`config.mk`:
```
export PLATFORM = sky130hd
export DESIGN_NAME = cache_ctrl_2way
export DESIGN_NICKNAME = d
export VERILOG_FILES = /design/src/rtl/cache_ctrl_2way.sv
export SDC_FILE = /design/constraint.sdc
export NUM_CORES = 2
export LEC_CHECK = 0
export BUFFER_PORTS_ARGS = -buffer_cell sky130_fd_sc_hd__buf_2
export CORE_AREA = 2 2 388 390
export DETAILED_ROUTE_END_ITERATION = 10
export DIE_AREA = 0 0 390 392
export GPL_TIMING_DRIVEN = 0
export SLEW_MARGIN = 5
export SYNTH_ARGS = -nofsm -noshare
export SYNTH_HDL_FRONTEND = slang
export SYNTH_SLANG_ARGS = --single-unit
export TNS_END_PERCENT = 20
```
`constraint.sdc`:
```
create_clock -name clk -period 11.65 [get_ports clk]
set_input_delay 1.7475 -clock clk [delete_from_list [all_inputs] [get_ports clk]]
set_output_delay 1.7475 -clock clk [all_outputs]
set_load 0.005 [all_outputs]
```
`src/rtl/cache_ctrl_2way.sv`:
```
// Two-way set-associative cache controller: lookup, hit update, LRU victim choice,
// dirty write-back and refill. Drives the shared set index and all four RAM ports.
module cache_ctrl_2way #(
    parameter int INDEX_BIT          = 10,
    parameter int NUMBER_OF_SETS     = 1000,
    parameter int BLOCK_SIZE_WORDS   = 4,
    parameter int TOTAL_TAG_SIZE_BIT = 23
) (
    input  logic                            clk,
    input  logic                            rst,
    input  logic                            cpu_req_valid,
    output logic                            cpu_req_ready,
    input  logic                            cpu_req_we,
    input  logic [21:0]                     cpu_req_addr,
    input  logic [31:0]                     cpu_req_wdata,
    output logic                            cpu_resp_valid,
    output logic [31:0]                     cpu_resp_rdata,
    output logic                            cpu_resp_hit,
    output logic                            mem_req_valid,
    input  logic                            mem_req_ready,
    output logic                            mem_req_we,
    output logic [19:0]                     mem_req_addr,
    output logic [BLOCK_SIZE_WORDS*32-1:0]  mem_req_wdata,
    input  logic                            mem_resp_valid,
    input  logic [BLOCK_SIZE_WORDS*32-1:0]  mem_resp_rdata,
    output logic [INDEX_BIT-1:0]            ram_addr,
    output logic                            tag0_we,
    output logic                            tag1_we,
    output logic [TOTAL_TAG_SIZE_BIT-1:0]   tag0_wdata,
    output logic [TOTAL_TAG_SIZE_BIT-1:0]   tag1_wdata,
    input  logic [TOTAL_TAG_SIZE_BIT-1:0]   tag0_rdata,
    input  logic [TOTAL_TAG_SIZE_BIT-1:0]   tag1_rdata,
    output logic                            data0_we,
    output logic                            data1_we,
    output logic [BLOCK_SIZE_WORDS*32-1:0]  data0_wdata,
    output logic [BLOCK_SIZE_WORDS*32-1:0]  data1_wdata,
    input  logic [BLOCK_SIZE_WORDS*32-1:0]  data0_rdata,
    input  logic [BLOCK_SIZE_WORDS*32-1:0]  data1_rdata
);
    localparam int BLK_W = BLOCK_SIZE_WORDS * 32;
    localparam int TAG_W = TOTAL_TAG_SIZE_BIT;
    localparam int TV    = TAG_W - 1;
    localparam int TU    = TAG_W - 2;
    localparam int TD    = TAG_W - 3;

    typedef enum logic [2:0] {IDLE, LOOKUP, COMPARE, WB, REFILL, REFILL_WAIT} state_t;

    state_t               state_q, state_d;
    logic                 we_q, we_d;
    logic [21:0]          addr_q, addr_d;
    logic [31:0]          wdata_q, wdata_d;
    logic [INDEX_BIT-1:0] set_q, set_d;
    logic [TAG_W-1:0]     tag0_q, tag0_d, tag1_q, tag1_d;
    logic                 victim_q, victim_d;
    logic                 mreq_valid_q, mreq_valid_d;
    logic                 mreq_we_q, mreq_we_d;
    logic [19:0]          mreq_addr_q, mreq_addr_d;
    logic [BLK_W-1:0]     mreq_wdata_q, mreq_wdata_d;
    logic                 resp_valid_q, resp_valid_d;
    logic [31:0]          resp_rdata_q, resp_rdata_d;
    logic                 resp_hit_q, resp_hit_d;

    function automatic logic [31:0] get_word(input logic [BLK_W-1:0] blk, input logic [1:0] w);
        return blk[(BLOCK_SIZE_WORDS - 1 - int'(w)) * 32 +: 32];
    endfunction

    function automatic logic [BLK_W-1:0] put_word(input logic [BLK_W-1:0] blk, input logic [1:0] w,
                                                  input logic [31:0] d);
        logic [BLK_W-1:0] r;
        r = blk;
        r[(BLOCK_SIZE_WORDS - 1 - int'(w)) * 32 +: 32] = d;
        return r;
    endfunction

    logic             hit0, hit1, hit_way, victim;
    logic [TAG_W-1:0] hit_tag, oth_tag, hit_tag_new, oth_tag_new, vic_tag, fill_tag, keep_tag;
    logic [BLK_W-1:0] hit_data, vic_data, store_blk, fill_blk;
    logic [19:0]      blk_addr;
    logic [1:0]       word;

    assign blk_addr = addr_q[21:2];
    assign word     = addr_q[1:0];
    assign hit0     = tag0_rdata[TV] & (tag0_rdata[19:0] == blk_addr);
    assign hit1     = tag1_rdata[TV] & (tag1_rdata[19:0] == blk_addr);
    assign hit_way  = ~hit0;   // way 0 wins a (should-not-happen) double hit
    assign hit_tag  = hit_way ? tag1_rdata : tag0_rdata;
    assign oth_tag  = hit_way ? tag0_rdata : tag1_rdata;
    assign hit_data = hit_way ? data1_rdata : data0_rdata;
    assign hit_tag_new = {hit_tag[TV], 1'b1, hit_tag[TD] | we_q, hit_tag[TD-1:0]};
    assign oth_tag_new = {oth_tag[TV], 1'b0, oth_tag[TD:0]};
    assign store_blk   = put_word(hit_data, word, wdata_q);

    // Invalid way first (way 0 preferred), else the unused way, else way 0.
    assign victim   = tag0_rdata[TV] & (~tag1_rdata[TV] | (tag0_rdata[TU] & ~tag1_rdata[TU]));
    assign vic_tag  = victim ? tag1_rdata : tag0_rdata;
    assign vic_data = victim ? data1_rdata : data0_rdata;

    assign fill_tag = {1'b1, 1'b1, we_q, blk_addr};
    assign keep_tag = victim_q ? {tag0_q[TV], 1'b0, tag0_q[TD:0]} : {tag1_q[TV], 1'b0, tag1_q[TD:0]};
    assign fill_blk = we_q ? put_word(mem_resp_rdata, word, wdata_q) : mem_resp_rdata;

    always_comb begin
        state_d      = state_q;
        we_d         = we_q;
        addr_d       = addr_q;
        wdata_d      = wdata_q;
        set_d        = set_q;
        tag0_d       = tag0_q;
        tag1_d       = tag1_q;
        victim_d     = victim_q;
        mreq_valid_d = mreq_valid_q;
        mreq_we_d    = mreq_we_q;
        mreq_addr_d  = mreq_addr_q;
        mreq_wdata_d = mreq_wdata_q;
        resp_valid_d = 1'b0;
        resp_rdata_d = resp_rdata_q;
        resp_hit_d   = resp_hit_q;
        tag0_we      = 1'b0;
        tag1_we      = 1'b0;
        tag0_wdata   = '0;
        tag1_wdata   = '0;
        data0_we     = 1'b0;
        data1_we     = 1'b0;
        data0_wdata  = '0;
        data1_wdata  = '0;
        case (state_q)
            IDLE: if (cpu_req_valid) begin
                we_d    = cpu_req_we;
                addr_d  = cpu_req_addr;
                wdata_d = cpu_req_wdata;
                set_d   = INDEX_BIT'(32'(cpu_req_addr[21:2]) % NUMBER_OF_SETS);
                state_d = LOOKUP;
            end
            LOOKUP: state_d = COMPARE;
            COMPARE: begin
                tag0_d = tag0_rdata;
                tag1_d = tag1_rdata;
                if (hit0 | hit1) begin
                    tag0_we    = 1'b1;
                    tag1_we    = 1'b1;
                    tag0_wdata = hit_way ? oth_tag_new : hit_tag_new;
                    tag1_wdata = hit_way ? hit_tag_new : oth_tag_new;
                    data0_we   = we_q & ~hit_way;
                    data1_we   = we_q & hit_way;
                    data0_wdata = store_blk;
                    data1_wdata = store_blk;
                    resp_valid_d = 1'b1;
                    resp_hit_d   = 1'b1;
                    resp_rdata_d = we_q ? 32'd0 : get_word(hit_data, word);
                    state_d      = IDLE;
                end else begin
                    victim_d     = victim;
                    mreq_valid_d = 1'b1;
                    if (vic_tag[TV] & vic_tag[TD]) begin
                        mreq_we_d    = 1'b1;
                        mreq_addr_d  = vic_tag[19:0];
                        mreq_wdata_d = vic_data;
                        state_d      = WB;
                    end else begin
                        mreq_we_d    = 1'b0;
                        mreq_addr_d  = blk_addr;
                        mreq_wdata_d = '0;
                        state_d      = REFILL;
                    end
                end
            end
            WB: if (mem_req_ready) begin
                mreq_we_d    = 1'b0;
                mreq_addr_d  = blk_addr;
                mreq_wdata_d = '0;
                state_d      = REFILL;
            end
            REFILL: if (mem_req_ready) begin
                mreq_valid_d = 1'b0;
                state_d      = REFILL_WAIT;
            end
            REFILL_WAIT: if (mem_resp_valid) begin
                tag0_we     = 1'b1;
                tag1_we     = 1'b1;
                tag0_wdata  = victim_q ? keep_tag : fill_tag;
                tag1_wdata  = victim_q ? fill_tag : keep_tag;
                data0_we    = ~victim_q;
                data1_we    = victim_q;
                data0_wdata = fill_blk;
                data1_wdata = fill_blk;
                resp_valid_d = 1'b1;
                resp_hit_d   = 1'b0;
                resp_rdata_d = we_q ? 32'd0 : get_word(mem_resp_rdata, word);
                state_d      = IDLE;
            end
            default: state_d = IDLE;
        endcase
    end

    always_ff @(posedge clk or posedge rst) begin
        if (rst) begin
            state_q      <= IDLE;
            we_q         <= 1'b0;
            addr_q       <= '0;
            wdata_q      <= '0;
            set_q        <= '0;
            tag0_q       <= '0;
            tag1_q       <= '0;
            victim_q     <= 1'b0;
            mreq_valid_q <= 1'b0;
            mreq_we_q    <= 1'b0;
            mreq_addr_q  <= '0;
            mreq_wdata_q <= '0;
            resp_valid_q <= 1'b0;
            resp_rdata_q <= '0;
            resp_hit_q   <= 1'b0;
        end else begin
            state_q      <= state_d;
            we_q         <= we_d;
            addr_q       <= addr_d;
            wdata_q      <= wdata_d;
            set_q        <= set_d;
            tag0_q       <= tag0_d;
            tag1_q       <= tag1_d;
            victim_q     <= victim_d;
            mreq_valid_q <= mreq_valid_d;
            mreq_we_q    <= mreq_we_d;
            mreq_addr_q  <= mreq_addr_d;
            mreq_wdata_q <= mreq_wdata_d;
            resp_valid_q <= resp_valid_d;
            resp_rdata_q <= resp_rdata_d;
            resp_hit_q   <= resp_hit_d;
        end
    end

    assign cpu_req_ready  = (state_q == IDLE);
    assign cpu_resp_valid = resp_valid_q;
    assign cpu_resp_rdata = resp_rdata_q;
    assign cpu_resp_hit   = resp_hit_q;
    assign mem_req_valid  = mreq_valid_q;
    assign mem_req_we     = mreq_we_q;
    assign mem_req_addr   = mreq_addr_q;
    assign mem_req_wdata  = mreq_wdata_q;
    assign ram_addr       = set_q;

endmodule

```
==> flow_summary_export.csv <==
group,metric,value,unit
outcome,status,"complete, but fails checks",
outcome,violations,"max-capacitance violations",
sta,hold_viol_final,0,
detailed_routing,post-route-drc-count,0,
floorplanning,rows,142,
floorplanning,ios,991,
logic_synthesis,synthMuxAreaShare,17.8,%
floorplanning,die_y,392,um
detailed_routing,avgRoutedWirePerCell,36.0,um
cells_and_area,area_delta_synth_final,34.3,%
placed_design,gp_congestion,1.01,
sta,period_minus_slack,9.14,ns
sta,finalWorstSetupSlack,2.51,ns
sta,drv_slew,0,
floorplanning,coreArea,149000,um2
clocking,clock_path_buffers,3,
logic_synthesis,syn_area,26200,um2
logic_synthesis,ys_ff_latch,294,
worst_hold_path,holdCritPathClass,"reg2reg",
job,max_cap_violations,1,
logic_synthesis,synth_top_family_by_area,"compound AO/OA/AOI/OAI gates",
detailed_routing,via_per_inst,5.23,
worst_setup_path,crit_required,9.90,ns
clocking,cts.sinks,294,
global_route,grt_pass1_wl,296,mm
detailed_routing,vias,33515,
logic_synthesis,yosysTopAreaCell,"dfrtp_1",
clocking,numCtsBuffers,42,
logic_synthesis,synth_xor_area_share,2.02,%
worst_setup_path,end_kind,"primary output",
sta,fin_crit_sh,78.4,%
sta,setup_violations,0,
logic_synthesis,synth.area.top_cells,"dfrtp_1 28%, mux2i_1 12%, nand2_1 8.5%",
floorplanning,initial_utilization,17.6,%
floorplanning,dieArea,153000,um2
clocking,cts_max_level,2,
clocking,clk_latency,0.65,ns
power_and_ir_drop,p_leak,17.0,nW
detailed_routing,drt_pass1_iterations,8,
placed_design,io_buffers,982,
worst_setup_path,start_kind,"primary input",
global_route,antenna_found_initial,119,
sta,skew,0.0395,ns
placed_design,place_area,33700,um2
power_and_ir_drop,p_per_area,225,nW/um2
global_route,grt_pass1_vias,31460,
worst_setup_path,cp.arrival,7.39,ns
logic_synthesis,synth_compound_area_share,23.8,%
logic_synthesis,async_flop_share,100,%
logic_synthesis,ys.flop_type,"dfrtp_1",
cells_and_area,seq_area,7360,um2
sta,slew_headroom,0.126,%
clocking,cts.hold.buffers_added,0,
cells_and_area,layout-drive-gt1-share,30.6,%
placed_design,dpl_worst_slack,2.14,ns
worst_setup_path,cp_max_fo,11,
detailed_routing,routed_wl,231,mm
placed_design,hpwl,194,mm
logic_synthesis,synth-adder-area-share,0.348,%
logic_synthesis,synth_warnings,0,
clocking,clk_pin_slew,0.05,ns
logic_synthesis,synth_top_area_share,28.1,%
cells_and_area,fin_nets,4873,
cells_and_area,multi_input_area,16300,um2
cells_and_area,n_fill_cell,16789,
logic_synthesis,synth_cell_types,115,
detailed_routing,drtAntennaViolNets,0,
logic_synthesis,yosysSeqAreaShare,28.1,%
sta,finalSetupTns,0,ns
logic_synthesis,syn_avg_cell_area,7.83,um2
sta,rsz0062_at_grt,"false",
floorplanning,die_x,390,um
detailed_routing,drt-initial-drc-count,3866,
power_and_ir_drop,irDropWorstVdd,0.117,mV
worst_setup_path,critical_path_class,"in2out",
clocking,cts_tree,"built",
logic_synthesis,synth-simple-area-share,18.1,%
sta,tightest_slew,1.49,ns
cells_and_area,design_area,35200,um2
global_route,track_usage,28.8,%
clocking,cts_setup_buffers,0,
logic_synthesis,netlist_instances,3349,
clocking,cts_resized,0,
global_route,grt-ovfl-total,0,
logic_synthesis,syn_nets,3843,
sta,fmax,0.109,GHz
global_route,grt_max_degree,102,
logic_synthesis,synth_edf_count,0,
clocking,cts_root_buf,"clkbuf_16",
-- stage by stage --
step	power, W	utilization [%]	hold WS [ns]	std cells
floorplan	0.00420	-	0.445	3349
global placement	0.00638	22.5	0.458	6275
detailed placement	0.00645	22.6	0.461	6279
CTS	0.00786	23.5	0.473	6352
global route	0.00824	23.6	0.491	6384
finish	0.00791	23.6	0.473	6410
-- sequential cells by signal, indices dropped and copies added (netlist names), 3 cells and up --
signal / cells
wdata_q: 32
mem_req_wdata: 128
state_q: 3
addr_q: 22
tag1_q: 22
tag0_q: 22
cpu_resp_rdata: 32
mem_req_addr: 20
ram_addr: 7
-- final cells by class --
type	count	area share (%)
Sequential cell	294	20.9
Multi-Input combinational cell	2517	46.3
Buffer	482	6.78
Clock inverter	15	0.569
Timing Repair Buffer	986	14.2
Antenna cell	58	0.412
Inverter	56	0.618
Clock buffer	58	3.33
Tap cell	1944	6.91
-- Yosys cell counts (21+ instances only) --
master / n
nand4_1: 21
inv_1: 53
dfrtp_1: 294
nor2_1: 356
a21oi_1: 197
nand3_1: 31
o22ai_1: 174
buf_1: 28
mux4_2: 64
nand2_1: 592
a31oi_1: 141
mux2i_1: 311
o21ai_0: 125
xnor2_1: 39
clkbuf_1: 300
buf_4: 141
o31ai_1: 165
-- power by group --
| group | switching, W | total, W | internal [W] |
|---|---|---|---|
| registers | 0.000225 | 0.00166 | 0.00144 |
| logic | 0.00341 | 0.00487 | 0.00145 |
| clock network | 0.000584 | 0.00138 | 0.000792 |
-- cells in the final DEF (no fill, tap or decap), drive strengths merged, types with 6 or more instances in the layout --
master,count
a211o,7
a211oi,12
a21o,13
a21oi,198
a22oi,6
a31o,8
a31oi,145
a32oi,6
a41oi,7
and2,8
and3,14
and4,6
buf,1168
clkbuf,358
clkinv,10
dfrtp,294
diode,58
inv,56
mux2,9
mux2i,312
mux4,64
nand2,593
nand2b,15
nand3,32
nand3b,6
nand4,22
nor2,357
nor2b,6
nor3,12
nor3b,7
nor4,9
o211ai,16
o21a,8
o21ai,129
o22ai,176
o31ai,166
or2,8
xnor2,39
xor2,19
-- kinds of logic after synthesis --
group           after synthesis
compound gates              943
xor+xnor                     58
fa+ha+maj                     8
buf+inv                     538
flops                       294
mux                         385
simple gates               1123
-- path summary, 6_finish.rpt --
| check | start | endpoint | slack, ns | depth (start not counted) |
|---|---|---|---|---|
| worst min register to register | mem_req_wdata[112] | mem_req_wdata[112] | 0.47 | 2 |
| worst max register to register | addr_q[16] | mem_req_wdata[15] | 5.34 | 13 |
| min in group asynchronous | rst | mem_req_addr[16] | 1.23 | 2 |
| max in group asynchronous | rst | mem_req_wdata[44] | 8.67 | 4 |
| worst min-delay path | mem_req_wdata[112] | mem_req_wdata[112] | 0.47 | 2 |
| worst max-delay path | tag0_rdata[8] | data1_wdata[5] | 2.51 | 13 |
-- critical path: stages --
cell and delay, ns:
buf_2 0.14, xor2_1 0.38, nor4_1 0.10, nand4_1 0.11, clkbuf_1 0.93, buf_1 1.08, clkbuf_1 0.76, mux2i_1 0.56
nor2_1 0.22, a31oi_1 0.06, o22ai_1 0.88, buf_4 0.23, buf_2 0.11
-- metal layers --
metal / vias up / track usage (%) / wire [um]
met5: - / 0 / 459
met4: 74 / 16.8 / 16200
met3: 569 / 10.6 / 27000
met2: 2300 / 45.6 / 102000
met1: 16539 / 33.4 / 85300
li1: 14033 / - / -
(Power assumes the default switching activity.)
